===== src/rtl/sensor_conditioner.sv =====
// sensor_conditioner
//   Front end of the smart-home controller. It cleans up the raw house sensors
//   before the controller FSM sees them.
//   - Four contact inputs (front door, rear door, window, fire alarm) are each
//     passed through a SYNC_STAGES-deep synchroniser and then a debounce
//     counter. The fire alarm uses a shorter debounce window.
//   - 7-bit temperature samples are box-car averaged over 2**AVG_LOG2 strobes.
//
// Ports
//   clk        in   1  single clock, rising edge
//   Rst        in   1  synchronous active-low reset
//   raw_SFD    in   1  front-door contact (asynchronous)
//   raw_SRD    in   1  rear-door contact (asynchronous)
//   raw_SW     in   1  window contact (asynchronous)
//   raw_SFA    in   1  fire-alarm contact (asynchronous)
//   raw_ST     in   7  temperature sample, valid with temp_valid
//   temp_valid in   1  one-cycle strobe marking a new raw_ST sample
//   SFD        out  1  debounced front door
//   SRD        out  1  debounced rear door
//   SW         out  1  debounced window
//   SFA        out  1  debounced fire alarm
//   ST         out  7  averaged temperature (registered)
//   st_upd     out  1  one-cycle pulse aligned with a new ST value
module sensor_conditioner #(
  parameter int         SYNC_STAGES = 2,
  parameter int         DB_CYCLES   = 8,
  parameter int         FIRE_CYCLES = 2,
  parameter int         AVG_LOG2    = 2,
  parameter logic [6:0] ST_RESET    = 7'd25
) (
  input  logic       clk,
  input  logic       Rst,
  input  logic       raw_SFD,
  input  logic       raw_SRD,
  input  logic       raw_SW,
  input  logic       raw_SFA,
  input  logic [6:0] raw_ST,
  input  logic       temp_valid,
  output logic       SFD,
  output logic       SRD,
  output logic       SW,
  output logic       SFA,
  output logic [6:0] ST,
  output logic       st_upd
);

  // Channel order: 0 = front door, 1 = rear door, 2 = window, 3 = fire alarm.
  logic [3:0] w_raw;
  logic [3:0] w_db;

  assign w_raw = {raw_SFA, raw_SW, raw_SRD, raw_SFD};

  for (genvar g = 0; g < 4; g++) begin : g_ch
    // Fire alarm takes the fast debounce window so it reaches the controller sooner.
    localparam int N  = (g == 3) ? FIRE_CYCLES : DB_CYCLES;
    localparam int CW = (N > 1) ? $clog2(N) : 1;
    localparam logic [CW-1:0] LIM = CW'(N - 1);

    logic [SYNC_STAGES-1:0] r_sync;
    logic [CW-1:0]          r_cnt;
    logic                   r_q;
    logic                   w_s;

    assign w_s   = r_sync[SYNC_STAGES-1];
    assign w_db[g] = r_q;

    // Synchroniser shift chain plus debounce counter; the output only flips
    // after the synchronised level has differed from it for N straight cycles.
    always_ff @(posedge clk) begin
      if (!Rst) begin
        r_sync <= '0;
        r_cnt  <= '0;
        r_q    <= 1'b0;
      end else begin
        r_sync <= {r_sync[SYNC_STAGES-2:0], w_raw[g]};
        if (w_s == r_q) begin
          r_cnt <= '0;
        end else if (r_cnt == LIM) begin
          r_q   <= w_s;
          r_cnt <= '0;
        end else begin
          r_cnt <= r_cnt + CW'(1);
        end
      end
    end
  end

  assign SFD = w_db[0];
  assign SRD = w_db[1];
  assign SW  = w_db[2];
  assign SFA = w_db[3];

  // Temperature averaging. With AVG_LOG2 = 0 the sample counter is a single
  // bit pinned at zero, so every strobe is the final one.
  localparam int ACCW = 7 + AVG_LOG2;
  localparam int CNTW = (AVG_LOG2 > 0) ? AVG_LOG2 : 1;
  localparam logic [CNTW-1:0] CNT_MAX = CNTW'((1 << AVG_LOG2) - 1);

  logic [ACCW-1:0] r_acc;
  logic [CNTW-1:0] r_cnt_s;
  logic [6:0]      r_st;
  logic            r_upd;
  logic [ACCW-1:0] w_sum;
  logic            w_last;

  // The accumulator width holds 127 * 2**AVG_LOG2, so the sum never wraps.
  assign w_sum  = r_acc + ACCW'(raw_ST);
  assign w_last = (r_cnt_s == CNT_MAX);

  // Accumulate strobed samples; on the last one publish the truncated mean.
  always_ff @(posedge clk) begin
    if (!Rst) begin
      r_acc   <= '0;
      r_cnt_s <= '0;
      r_st    <= ST_RESET;
      r_upd   <= 1'b0;
    end else if (temp_valid) begin
      if (w_last) begin
        r_st    <= 7'(w_sum >> AVG_LOG2);
        r_acc   <= '0;
        r_cnt_s <= '0;
        r_upd   <= 1'b1;
      end else begin
        r_acc   <= w_sum;
        r_cnt_s <= r_cnt_s + CNTW'(1);
        r_upd   <= 1'b0;
      end
    end else begin
      r_upd <= 1'b0;
    end
  end

  assign ST     = r_st;
  assign st_upd = r_upd;

endmodule


===== config.mk =====
export PLATFORM = sky130hd
export DESIGN_NAME = sensor_conditioner
export DESIGN_NICKNAME = d
export VERILOG_FILES = /design/src/rtl/sensor_conditioner.sv
export SDC_FILE = /design/constraint.sdc
export NUM_CORES = 1
export LEC_CHECK = 0
export BUFFER_PORTS_ARGS = -buffer_cell sky130_fd_sc_hd__buf_2
export CORE_UTILIZATION = 45
export DETAILED_ROUTE_END_ITERATION = 7
export GPL_ROUTABILITY_DRIVEN = 0
export GPL_TIMING_DRIVEN = 0
export HOLD_SLACK_MARGIN = 0.12
export PLACE_DENSITY = 0.71
export SYNTH_ARGS = -nofsm -noshare
export SYNTH_HDL_FRONTEND = slang
export SYNTH_SLANG_ARGS = --single-unit

===== constraint.sdc =====
create_clock -name clk -period 2.4 [get_ports clk]
set_clock_uncertainty 0.2 [all_clocks]
set_input_delay 0.36 -clock clk [delete_from_list [all_inputs] [get_ports clk]]
set_output_delay 0.36 -clock clk [all_outputs]
set_load 0.005 [all_outputs]

Word level (Yosys, flattened, before mapping). Cells that the tools add are included.

Register bits: 41. Input bits: 14. Output and inout bits: 12.

$add $sub $neg: 6. Equality and inequality tests: 8. Multiplexer cells: 3. Bitwise operators: 5. Reduce and logical (&&, ||, !) cells: 10.

Operators by type and width (number): 2-bit AND reduction (6); 3-bit OR reduction (4); 3-bit by 1-bit adder with 3-bit output, second input constant (3); 9-bit by 7-bit adder with 9-bit output (1); 3-bit == test, second input constant (3); 9-bit two-way mux (1); 1-bit NOT (5); 1-bit == test (4); 2-bit by 1-bit adder with 2-bit output, second input constant (1); 2-bit == test, second input constant (1); 2-bit two-way mux (1); 1-bit adder, second input constant (1); 1-bit two-way mux (1).

Logic depth before layout (Yosys ltp).
Depth in word-level cells: 3. Depth in mapped cells: 6. Mapped depth without buffers: 6.

Least setup slack after synthesis. No wires, ideal clock.

Kind: input-to-reg. Start: in raw_ST[0]. End: reg r_acc[8]. Arrival time: 1.806 ns. Required time: 2.126 ns. Path slack: 0.319 ns. Stages on the path: 6. Path buffers: 0. Cell sequence: ha_1 fa_1 a211oi_1 o211ai_1 a211o_1 a31oi_1.

Longest elaborated chain between the ends: 2.

Ends and longest elaborated chain: start, declared (line 37) `input logic [6:0] raw_ST,`; 9-bit by 7-bit adder with 9-bit output (line 107) `assign w_sum = r_acc + ACCW'(raw_ST);`; 9-bit two-way mux (line 118) `if (w_last) begin`; end signal, assigned (line 124) `r_acc <= w_sum;`; end, declared (line 99) `logic [ACCW-1:0] r_acc;`.

No other way between the ends. A chain may end at the register's enable or synchronous reset.

Worst setup path after layout.
Start: reg r_acc[0]. End: reg r_acc[8].

Longest elaborated chain between the ends: 2.

Ends and longest elaborated chain (line): 9-bit by 7-bit adder with 9-bit output (107); 9-bit two-way mux (118).

No other way between the ends.

==> impl_metrics.toml <==
[route]
wl_per_cell_um = 12.7
first_iter_violations = 27
met2WireLength_um = 1600
vias = 1407
finalWirelength_um = 3440
dr_wl_met3_um = 124
routedLengthMet1_um = 1690
drtAntennaViolNets = 0
drc = 0
vias_per_cell = 5.19
first_pass_iters = 4
dr.max_layer_used = "met4"

[timing]
period_needed_ns = 2.16
finalSetupTns_ns = 0
rsz0062_at_grt = "false"
worst_slack_ns = 0.244
hold_violations = 0
slew_violations = 0
post-route-period-util_pct = 89.8
max_freq_mhz = 464
final-setup-viol-count = 0
slew_headroom_pct = 61.4
worstMarginPinSlew_ns = 0.580

[floorplan]
floorplan.initialDensity_pct = 48.4
dieHeight_um = 65.7
ios = 26
die_area_um2 = 4320
core_area_um2 = 3770
num_rows = 22
die_w_um = 65.7

[power]
power_density_nw_per_um2 = 672
power_leakage_nw = 0.906
total_power_mw = 1.44
peakVddDrop_mv = 0.514

[global_route]
grt_pass1_vias = 1363
grt_max_degree = 14
overflow = 0
antenna_found_initial = 0
grtUsageTotal_pct = 18.1
grt_pass1_wl_um = 5920

[yosys]
yosys-top-cells-area = "dfxtp_1, ha_1, and2_1"
syn_area_um2 = 1830
syn_area_per_cell_um2 = 9.72
ys_warn_count = 0
synth_cell_types = 42
syn_inst = 188
yosysTopAreaCellShare_pct = 44.9
post-synth-top-area-cell = "dfxtp_1"
synth-async-reset-ratio_pct = 0
synth_flop_cell = "dfxtp_1"
synth_nets = 217
yosysSeqAreaShare_pct = 44.9
ys_ff_latch = 41
synth_edf_count = 0

[place]
port_buffers = 23
dp_hpwl_um = 2500
dp_worst_setup_slack_ns = 0.0547

[clock_tree]
clkSlewWorstSetupHoldPaths_ns = 0.08
clockRootBuffer = "clkbuf_8"
clkSinkCount = 41
cts_tree = "done"
clk_latency_ns = 0.29
post_cts_buffers = 0
clockBufferDepth = 2
cts_made_buffers = 5
h-tree-depth = 2

[setup_path]
timing.rr.start = "r_acc[0]"
arrival_ns = 2.17
criticalPathCategory = "reg -> reg"
reg2reg_depth = 6
start_kind = "flop"
worstReg2RegEnd = "r_acc[8]"
rrSetupSlack_ns = 0.24
critPathLaunch = "r_acc[0]"
critPathCaptureType = "flop"
cp.required_ns = 2.42
worstPathMaxFanout = 4

[finish]
layout_common_cells = "dfxtp_1, buf_2, and2_1"
fin_nets = 251
drive_gt1_share_pct = 17.0
final_common_cell = "dfxtp_1"
syn_to_final_growth_pct = 17.5
num_antenna_cells = 0

[min_path]
hp-start = "Rst"
worstHoldEndpoint = "ST[3]"
hp-class = "in -> reg"
hold_depth = 2

[run]
maxCapViolCount = 0

[status]
status = "finished, final reports clean"
power breakdown:
group / switching [mW] / internal, mW / leakage [nW] / total [mW]
clock: 0.235 / 0.265 / 0.0549 / 0.500
sequential: 0.0199 / 0.711 / 0.334 / 0.731
combinational: 0.117 / 0.0939 / 0.517 / 0.211
total: 0.372 / 1.07 / 0.906 / 1.44
how the worst max path moves through the flow:
stage / to / slack [ns] / depth (start not counted)
after CTS: r_acc[8] / 0.23 / 6
after detailed placement: r_acc[8] / 0.05 / 7
after global routing: r_acc[8] / 0.13 / 6
after global placement: r_acc[8] / 0.07 / 7
final: r_acc[8] / 0.24 / 6
after floorplan: r_acc[8] / 0.32 / 6
logic make-up after synthesis:
logic type | count (synthesis) | synth area share [%]
simple gates | 68 | 21.0
flops | 41 | 44.9
compound gates | 39 | 14.1
fa+ha+maj | 15 | 10.7
buf+inv | 12 | 2.67
xor+xnor | 7 | 3.36
mux | 6 | 3.29
state kept, by name, indices dropped and copies added (netlist names):
signal,count
r_cnt_s,2
SW,1
ST,7
SRD,1
SFA,1
g_ch.r_sync,8
r_acc,9
g_ch.r_cnt,10
SFD,1
st_upd,1
metrics by stage:
| step | utilization (%) | cell area, µm² | hold WS, ns | cells |
|---|---|---|---|---|
| 5_1_grt | 56.9 | 2150 | 0.234 | 271 |
| 6_report | 56.9 | 2150 | 0.220 | 271 |
| 2_1_floorplan | - | 1830 | 0.206 | 188 |
| 3_5_place_dp | 53.1 | 2000 | 0.219 | 259 |
| 4_1_cts | 56.9 | 2150 | 0.227 | 271 |
| 3_3_place_gp | 53.1 | 2000 | 0.213 | 259 |
routing by layer:
layer / up-vias / track usage [%]
li1: 738 / -
met1: 644 / 22.3
met2: 20 / 30.7
met3: 5 / 4.34
met4: 0 / 5.71
met5: - / 0
what timing repair did:
action / 4_1_cts / 5_1_grt
hold endpoints to repair: 4 / 0
hold buffers: 4 / 0
resized for setup: 0 / 0
critical path: stages, from the launching register on:
cell and delay [ns]:
dfxtp_1 0.31, ha_1 0.20, fa_1 0.43, a211oi_1 0.32
o211ai_1 0.19, a211o_1 0.29, a31oi_1 0.15
synthesized netlist by cell type, drive strengths merged (5+ instances only):
master   n
dfxtp   41
and2    15
ha      14
a21oi   12
nor2    11
o21ai    9
nand2    8
mux2i    6
nor3     6
xnor2    6
clkbuf   5
nand3    5
area by class of cell:
cell class | count | area (µm²)
clock inverter | 1 | 8.76
inverter | 4 | 15.0
fill | 343 | 1620
sequential | 41 | 821
tap | 48 | 60.1
multi-input combinational | 135 | 957
clock buffer | 7 | 96.3
timing repair buffer | 27 | 155
buffer | 8 | 33.8
Note: power is estimated with default switching activity, not from simulation.
